===== src/rtl/inst_fetch_if.sv =====
// Fetch-side bundle: instruction-memory request/response pins plus the
// valid/ready instruction stream toward decode.
interface inst_fetch_if #(
  parameter int ADDR_W = 5,
  parameter int DATA_W = 20
);
  logic              mem_enable;
  logic              mem_read_writenot;
  logic [ADDR_W-1:0] mem_read_address;
  logic [DATA_W-1:0] mem_out_data;
  logic              inst_valid;
  logic              inst_ready;
  logic [DATA_W-1:0] inst_data;
  logic [ADDR_W-1:0] inst_pc;

  modport master (
    output mem_enable, mem_read_writenot, mem_read_address,
    input  mem_out_data,
    output inst_valid, inst_data, inst_pc,
    input  inst_ready
  );

  modport slave (
    input  mem_enable, mem_read_writenot, mem_read_address,
    output mem_out_data,
    input  inst_valid, inst_data, inst_pc,
    output inst_ready
  );
endinterface


===== src/rtl/inst_fetch.sv =====
// Instruction fetch initiator: issues sequential reads to the instruction
// memory, buffers responses in a small FIFO and hands them to decode in order.
module inst_fetch #(
  parameter int          ADDR_W   = 5,
  parameter int          DATA_W   = 20,
  parameter int          DEPTH    = 2,
  parameter int unsigned RESET_PC = 0
) (
  input  logic              clk,
  input  logic              rst,
  input  logic              fetch_en,
  input  logic              redirect,
  input  logic [ADDR_W-1:0] redirect_addr,
  inst_fetch_if.master      bus
);

  localparam int CW = $clog2(DEPTH + 1);
  localparam int PW = (DEPTH > 1) ? $clog2(DEPTH) : 1;

  logic [ADDR_W-1:0] pc;
  logic              inflight;
  logic [ADDR_W-1:0] inflight_pc;
  logic [CW-1:0]     count;
  logic [PW-1:0]     rd_ptr;
  logic [PW-1:0]     wr_ptr;
  logic [DATA_W-1:0] fifo_data [DEPTH];
  logic [ADDR_W-1:0] fifo_pc   [DEPTH];

  logic              valid;
  logic              pop;
  logic              push;
  logic              issue;
  logic [CW:0]       credit_used;
  logic [CW:0]       credit_limit;

  function automatic logic [PW-1:0] ptr_inc(input logic [PW-1:0] p);
    return (p == PW'(DEPTH - 1)) ? '0 : p + PW'(1);
  endfunction

  // Credit compares count+inflight against DEPTH+pop so no subtraction can underflow.
  always_comb begin
    valid        = (count != '0);
    pop          = valid & bus.inst_ready & ~redirect;
    push         = inflight & ~redirect;
    credit_used  = (CW+1)'(count) + (CW+1)'(inflight);
    credit_limit = (CW+1)'(DEPTH) + (CW+1)'(pop);
    issue        = rst & fetch_en & ~redirect & (credit_used < credit_limit);
  end

  assign bus.mem_enable        = issue;
  assign bus.mem_read_writenot = 1'b1;
  assign bus.mem_read_address  = pc;
  assign bus.inst_valid        = valid;
  assign bus.inst_data         = valid ? fifo_data[rd_ptr] : '0;
  assign bus.inst_pc           = valid ? fifo_pc[rd_ptr]   : '0;

  always_ff @(posedge clk or negedge rst) begin
    if (!rst) begin
      pc          <= ADDR_W'(RESET_PC);
      inflight    <= 1'b0;
      inflight_pc <= '0;
      count       <= '0;
      rd_ptr      <= '0;
      wr_ptr      <= '0;
    end else if (redirect) begin
      pc       <= redirect_addr;
      inflight <= 1'b0;
      count    <= '0;
      rd_ptr   <= '0;
      wr_ptr   <= '0;
    end else begin
      inflight <= issue;
      if (issue) begin
        pc          <= pc + ADDR_W'(1);
        inflight_pc <= pc;
      end
      if (push) wr_ptr <= ptr_inc(wr_ptr);
      if (pop)  rd_ptr <= ptr_inc(rd_ptr);
      count <= count + CW'(push) - CW'(pop);
    end
  end

  // Storage needs no reset: outputs are masked while the FIFO is empty.
  always_ff @(posedge clk) begin
    if (push) begin
      fifo_data[wr_ptr] <= bus.mem_out_data;
      fifo_pc[wr_ptr]   <= inflight_pc;
    end
  end

endmodule


===== src/flat_wrapper.sv =====
// flat-port wrapper written by rule: the top's interface ports become plain ports
module inst_fetch_flat 
#(
  parameter int          ADDR_W   = 5,
  parameter int          DATA_W   = 20,
  parameter int          DEPTH    = 2,
  parameter int unsigned RESET_PC = 0
)
  (clk, rst, fetch_en, redirect, redirect_addr, bus_mem_enable, bus_mem_read_writenot, bus_mem_read_address, bus_mem_out_data, bus_inst_valid, bus_inst_data, bus_inst_pc, bus_inst_ready);
  inst_fetch_if #(.ADDR_W(ADDR_W), .DATA_W(DATA_W)) bus_i ();
  input  logic clk;
  input  logic rst;
  input  logic fetch_en;
  input  logic redirect;
  input  logic [ADDR_W-1:0] redirect_addr;
  output wire logic [$bits(bus_i.mem_enable)-1:0] bus_mem_enable;
  output wire logic [$bits(bus_i.mem_read_writenot)-1:0] bus_mem_read_writenot;
  output wire logic [$bits(bus_i.mem_read_address)-1:0] bus_mem_read_address;
  input wire logic [$bits(bus_i.mem_out_data)-1:0] bus_mem_out_data;
  output wire logic [$bits(bus_i.inst_valid)-1:0] bus_inst_valid;
  output wire logic [$bits(bus_i.inst_data)-1:0] bus_inst_data;
  output wire logic [$bits(bus_i.inst_pc)-1:0] bus_inst_pc;
  input wire logic [$bits(bus_i.inst_ready)-1:0] bus_inst_ready;
  assign bus_mem_enable = bus_i.mem_enable;
  assign bus_mem_read_writenot = bus_i.mem_read_writenot;
  assign bus_mem_read_address = bus_i.mem_read_address;
  assign bus_i.mem_out_data = bus_mem_out_data;
  assign bus_inst_valid = bus_i.inst_valid;
  assign bus_inst_data = bus_i.inst_data;
  assign bus_inst_pc = bus_i.inst_pc;
  assign bus_i.inst_ready = bus_inst_ready;
  inst_fetch #(.ADDR_W(ADDR_W), .DATA_W(DATA_W), .DEPTH(DEPTH), .RESET_PC(RESET_PC)) u_core (.clk(clk), .rst(rst), .fetch_en(fetch_en), .redirect(redirect), .redirect_addr(redirect_addr), .bus(bus_i));
endmodule

===== config.mk =====
export PLATFORM = sky130hd
export DESIGN_NAME = inst_fetch_flat
export DESIGN_NICKNAME = d
export VERILOG_FILES = /design/src/rtl/inst_fetch_if.sv /design/src/rtl/inst_fetch.sv /design/src/flat_wrapper.sv
export SDC_FILE = /design/constraint.sdc
export NUM_CORES = 1
export LEC_CHECK = 0
export CAP_MARGIN = 20
export CELL_PAD_IN_SITES_DETAIL_PLACEMENT = 0
export CELL_PAD_IN_SITES_GLOBAL_PLACEMENT = 1
export CORE_MARGIN = 1.5
export CORE_UTILIZATION = 43
export DETAILED_ROUTE_END_ITERATION = 8
export PLACE_DENSITY = 0.88
export SETUP_SLACK_MARGIN = 0.5
export SYNTH_ARGS = -nofsm -noshare
export SYNTH_HDL_FRONTEND = slang
export SYNTH_SLANG_ARGS = --single-unit

===== constraint.sdc =====
create_clock -name clk -period 4.71 [get_ports clk]
set_input_delay 1.1775 -clock clk [delete_from_list [all_inputs] [get_ports clk]]
set_output_delay 1.1775 -clock clk [all_outputs]
set_load 0.01 [all_outputs]

==> impl_metrics.ini, run 1 <==
[run_status]
status = finished, final reports clean

[drt]
wire_per_inst_um = 14.8
initialDrtViolationCount = 82
ant_nets = 0
route.detailed.drc = 0
viasPerCell = 4.97
first_pass_iters = 4
routed-via-count = 1654
wl_um = 4920

[synthesis]
synth_top_area_share_pct = 55.2
netlist_instances = 183
synthTopCellsByCount = edfxtp_1, nor2_1, mux2i_1
synth-async-reset-ratio_pct = 23.1
yosys.cell_count.top_type = edfxtp_1
yosys_warnings = 0
seq_area_frac_synth_pct = 69.1
ys_ff_latch = 65
synth_edf_count = 50
synth_cell_type_count = 34
ys.flop_type = edfxtp_1
syn-cell-area_um2 = 2720
syn_avg_cell_area_um2 = 14.9
yosysTopAreaCell = edfxtp_1
synth.net_count = 218
synth_area_leaders = edfxtp_1, dfrtp_1, mux2i_1

[placement]
dp_hpwl_um = 3320
placedCellCount = 316
placed_area_um2 = 3420
globalplace.congestion = 0.775
placement.io_buffers = 61

[timing]
min_period_ns = 4.11
fin_tns_setup_ns = 0
fmax_mhz = 243
hold_viol = 0
post-route-period-util_pct = 87.3
setup_viol = 0
hold_ws_ns = 0.472
skew_ns = 0.0124
slew_viol_final = 0
rsz0062_at_grt = false

[cells_and_area]
num-nets-final = 288
layout.cells.non_filler = 333
finish.instance_area_um2 = 3660
final_layout_size_suffix_gt1_share_pct = 11.2
synthToLayoutAreaGrowth_pct = 34.6
fill_cells = 497
antenna_cells = 0

[pwr]
p_leak_nw = 1.33
power_density_nw_per_um2 = 371
ir_worst_vdd_mv = 0.175

[die]
rows = 28
fp.dieH_um = 82.5
initial_core_util_pct = 45.1
dieArea_um2 = 6810
top_level_ports = 63
core_area_um2 = 6030
die_width_um = 82.5

[global_routing]
grt_pass1_wl_um = 7810
grt_antenna_before_repair = 0
grt-ovfl-total = 0
grt_use_total_pct = 16.0
grt_pass1_vias = 1612
grt_max_degree = 27

[worst_setup_path]
reg2reg_slack_ns = 2.79
cp_cell_sequence = clkdlybuf4s50_1, o21ai_2, o31ai_4, nand2_4, inv_2, clkdlybuf4s50_1
slowest_stage = clkdlybuf4s50_1
slowest_delay_ns = 0.54
worst-path-max-fanout = 9
required_ns = 3.53
crit_top_cell = clkdlybuf4s50_1
startpoint_type = input port
critPathArrivalTime_ns = 2.93
path_class = input port to primary output
cp-end-kind = primary output

[clock_network]
cts-htree-levels = 3
cts.sinks = 65
post-cts-setup-buffer-count = 0
clock_latency_ns = 0.33
cts_buffer_depth = 2
cts_tree = built
cts_buffers = 9
cts-root-buf = clkbuf_8
path_clk_slew_ns = 0.07

[min_path]
min_path_type = register to register

[flow_run]
drv_cap = 0
==> stage by stage <==
stage	utilization [%]	worst slack [ns]	total power [mW]
2_1_floorplan	-	1.64	0.764
3_3_place_gp	56.8	0.628	0.854
3_5_place_dp	56.8	0.606	0.859
4_1_cts	60.4	0.596	1.37
5_1_grt	60.7	0.509	1.42
6_report	60.7	0.600	1.36
==> flip-flops by register name, summed over array words and instances (netlist names) <==
| name | flops |
|---|---|
| u_core.fifo_data | 40 |
| u_core.fifo_pc | 10 |
| u_core.bus.mem_read_address | 5 |
| u_core.inflight_pc | 5 |
| u_core.count | 2 |
| u_core.inflight | 1 |
| u_core.rd_ptr | 1 |
| u_core.wr_ptr | 1 |
==> cell usage in the layout, fill, tap and decap left out, types with 3 or more instances in the layout <==
master / n
nor2b_1: 3
mux2i_1: 26
clkdlybuf4s50_1: 61
mux2_1: 5
clkbuf_8: 9
o31a_1: 3
nand2b_1: 3
ha_1: 5
buf_4: 5
nor2_1: 32
inv_1: 6
edfxtp_1: 50
dfrtp_1: 15
==> kinds of logic after synthesis <==
kind of cell | Yosys count | share of synthesized area [%]
buffers and inverters | 15 | 2.49
other | 1 | 0.138
adder cells (fa/ha/maj) | 5 | 2.30
flip-flops | 65 | 69.1
AO/OA/AOI/OAI | 11 | 3.73
multiplexers | 31 | 11.6
AND/OR/NAND/NOR | 51 | 9.35
XOR/XNOR | 4 | 1.29
==> area by class of cell <==
class / count / area, µm² / share of cell area [%]
Clock buffer: 9 / 124 / 3.39
Clock inverter: 7 / 95.1 / 2.60
Inverter: 7 / 26.3 / 0.718
Sequential cell: 65 / 1880 / 51.3
Multi-Input combinational cell: 103 / 778 / 21.3
Timing Repair Buffer: 67 / 663 / 18.1
Tap cell: 75 / 93.8 / 2.57
==> power by group <==
group / total, mW / switching [mW] / internal [mW]
clock: 0.509 / 0.212 / 0.298
sequential: 0.668 / 0.0192 / 0.649
combinational: 0.180 / 0.0795 / 0.100
==> layer usage <==
layer / part of all wire [%] / wire length (µm) / GRT usage (%)
met5: 0 / 0 / 0
met4: 1.3 / 63 / 6.50
met3: 5.7 / 282 / 4.51
met2: 50 / 2440 / 27.5
met1: 43 / 2140 / 18.9
==> repair_timing <==
item | in CTS | in global routing
resized for setup | 0 | 0
endpoints found under the hold margin | 0 | 0
hold buffers | 0 | 0
setup endpoints to repair | 0 | 1
==> worst paths after layout <==
path,from,end,cells past startpoint
hold reg to reg,u_core.inflight_pc[1],u_core.fifo_pc[0][1],0
setup reg to reg,u_core.count[0],u_core.inflight_pc[0],5
max in group asynchronous,rst,u_core.bus.mem_read_address[3],2
min in group asynchronous,rst,u_core.inflight_pc[0],2
setup / recovery,bus_inst_ready,bus_mem_enable,6
hold / removal,u_core.inflight_pc[1],u_core.fifo_pc[0][1],0
==> critical path: cells and delay by family <==
family                 cells  cell delay [ns]
AOI/OAI and AO/OA          2             0.51
buffers and inverters      3             1.11
and+or+nand+nor            1             0.14
No activity file was read; power rests on OpenSTA's default activity.
==> inputs of run 2 (changes only) <==
--- a/config.mk
+++ b/config.mk
@@ -11,6 +11,7 @@
 export CORE_MARGIN = 1.5
 export CORE_UTILIZATION = 43
 export DETAILED_ROUTE_END_ITERATION = 8
+export GPL_ROUTABILITY_DRIVEN = 0
 export PLACE_DENSITY = 0.88
 export SETUP_SLACK_MARGIN = 0.5
 export SYNTH_ARGS = -nofsm -noshare
==> results of run 2 <==
The final DEF is identical to that of run 1; final timing and power are the same.
==> inputs of run 3 (changes only) <==
--- a/config.mk
+++ b/config.mk
@@ -8,7 +8,7 @@
 export CAP_MARGIN = 20
 export CELL_PAD_IN_SITES_DETAIL_PLACEMENT = 0
 export CELL_PAD_IN_SITES_GLOBAL_PLACEMENT = 1
-export CORE_MARGIN = 1.5
+export CORE_MARGIN = 2
 export CORE_UTILIZATION = 43
 export DETAILED_ROUTE_END_ITERATION = 8
 export GPL_ROUTABILITY_DRIVEN = 0
==> run 3 against run 2 <==
Effect of this change: power is 9.9% lower; critical path type unchanged; sequential share of layout area is 0.57 points higher; setup slack worse by 0.021 ns; largest cell class unchanged; hold slack worse by 0.0076 ns; die area is 2.4% higher; largest power group unchanged; global-route usage is 1.7 points lower; non-clock buffer count is 3 higher; via count is 0.67% higher; cell count is 0.90% higher.
==> impl_metrics.ini, run 3 (same netlist as run 1, synthesis figures left out) <==
[die]
top_level_ports = 63
dieArea_um2 = 6970
fp.dieH_um = 83.5
core_area_um2 = 6030
die_width_um = 83.5
rows = 28
initial_core_util_pct = 45.1

[clock_network]
cts.sinks = 65
path_clk_slew_ns = 0.06
clock_latency_ns = 0.33
post-cts-setup-buffer-count = 0
cts-root-buf = clkbuf_8
cts_buffers = 9
cts-htree-levels = 3
postCtsHoldBufs = 0
cts_tree = built
ctsResizeCount = 0
cts_buffer_depth = 2

[worst_setup_path]
reg2reg_depth = 6
worst_path_dominant_cell_family = buffers and inverters
rr_endpoint = u_core.inflight_pc[0]
crit_top_cell = clkdlybuf4s50_1
cp_cell_sequence = clkdlybuf4s50_1, buf_4, and4bb_2, nand2_4, inv_2, clkdlybuf4s50_1
startpoint_type = input port
worst-path-buf-inv = 4
worst-path-max-fanout = 12
slowest_delay_ns = 0.53
cp-startpoint = redirect
critPathArrivalTime_ns = 2.95
reg2reg_slack_ns = 2.87
required_ns = 3.53
cp-end-kind = primary output
slowest_stage = clkdlybuf4s50_1
path_class = input port to primary output
rr_startpoint = u_core.count[0]

[drt]
met3_length_um = 234
top_layer_used = met4
initialDrtViolationCount = 53
dr_wl_met2_um = 2270
first_pass_iters = 4
met1_length_um = 2080
viasPerCell = 4.96
route.detailed.drc = 0
ant_nets = 0
wl_um = 4680
wire_per_inst_um = 13.9
routed-via-count = 1665

[cells_and_area]
antenna_cells = 0
final_layout_size_suffix_gt1_share_pct = 10.7
synthToLayoutAreaGrowth_pct = 33.1
utilization_pct = 60.0
num-nets-final = 291
layout_commonest_cell = clkdlybuf4s50_1
layout.cells.non_filler = 336
regArea_um2 = 1880
multi_input_area_um2 = 778
reg.largest.list = u_core.fifo_data x40, u_core.fifo_pc x10
largest_reg_flops = 40
final_cell_mix = clkdlybuf4s50_1, edfxtp_1, nor2_1, mux2i_1, dfrtp_1
regMostFlops = u_core.fifo_data
fill_cells = 500

[placement]
placedCellCount = 317
pre_cts_ws_ns = 0.581
placement.io_buffers = 61
dp_hpwl_um = 3090

[pwr]
power.internal_uw = 940
p_leak_nw = 1.32
seqPwrFrac_pct = 54.6
ir_worst_vdd_mv = 0.196
power_frac_comb_pct = 14.9
switchingPower_uw = 284
sw_frac_of_total_pct = 23.2
clockPowerShare_pct = 30.5
power_density_nw_per_um2 = 338

[timing]
slew_viol_final = 0
min_period_ns = 4.13
fin_tns_setup_ns = 0
hold_viol = 0
post-route-period-util_pct = 87.7
skew_ns = 0.00546
hold_ws_ns = 0.464
setup_viol = 0
post-route-worst-setup-slack_ns = 0.579
rsz0062_at_grt = false
fmax_mhz = 242

[min_path]
min_path_type = register to register
min_from = u_core.inflight_pc[3]
min_delay_path_depth = 0
hold-path-endpoint = u_core.fifo_pc[1][3]

[global_routing]
grt_pass1_wl_um = 7710
grt_pass1_vias = 1604
grt_antenna_before_repair = 0
grt_use_total_pct = 14.3
grt-ovfl-total = 0
grt_max_degree = 27

[flow_run]
drv_cap = 0

[run_status]
status = finished, final reports clean
==> run 3: cell type report <==
type                            count  share of cell area (%)
Tap cell                           75                    2.59
Multi-Input combinational cell    103                    21.5
Clock buffer                       12                    3.74
Timing Repair Buffer               70                    19.0
Clock inverter                      4                   0.588
Sequential cell                    65                    51.9
Inverter                            7                   0.726
==> run 3: layer usage <==
layer | track usage [%] | up-vias
met5 | 0 | -
met4 | 7.77 | 0
met2 | 22.1 | 52
met1 | 18.4 | 792
met3 | 3.86 | 11
li1 | - | 810
==> run 3: worst max path at each step <==
stage / endpoint / slack (ns) / depth (start not counted)
2_1_floorplan: u_core.fifo_data[0][0] / 1.64 / 3
3_3_place_gp: bus_mem_enable / 0.60 / 6
3_5_place_dp: bus_mem_enable / 0.58 / 6
4_1_cts: bus_mem_enable / 0.57 / 6
5_1_grt: bus_mem_enable / 0.52 / 6
6_report: bus_mem_enable / 0.58 / 6
==> run 3: power groups by stage <==
stage	registers (mW)	logic, mW	clock network (mW)
floorplan	0.676	0.0882	0
global placement	0.679	0.176	0
detailed placement	0.680	0.179	0
CTS	0.668	0.180	0.386
global route	0.672	0.199	0.412
finish	0.668	0.182	0.374
==> run 3: worst register-to-register path, stage by stage (launching register included) <==
cell and delay, ns:
dfrtp_1 0.43, ha_1 0.22, ha_1 0.19, and4bb_2 0.37
nand2_4 0.10, inv_2 0.09, mux2_1 0.32
==> run 3: stage by stage <==
| step | area (µm²) | total power, mW |
|---|---|---|
| finish | 3620 | 1.22 |
| global route | 3620 | 1.28 |
| CTS | 3590 | 1.23 |
| detailed placement | 3430 | 0.859 |
| global placement | 3430 | 0.855 |
| floorplan | 2720 | 0.764 |
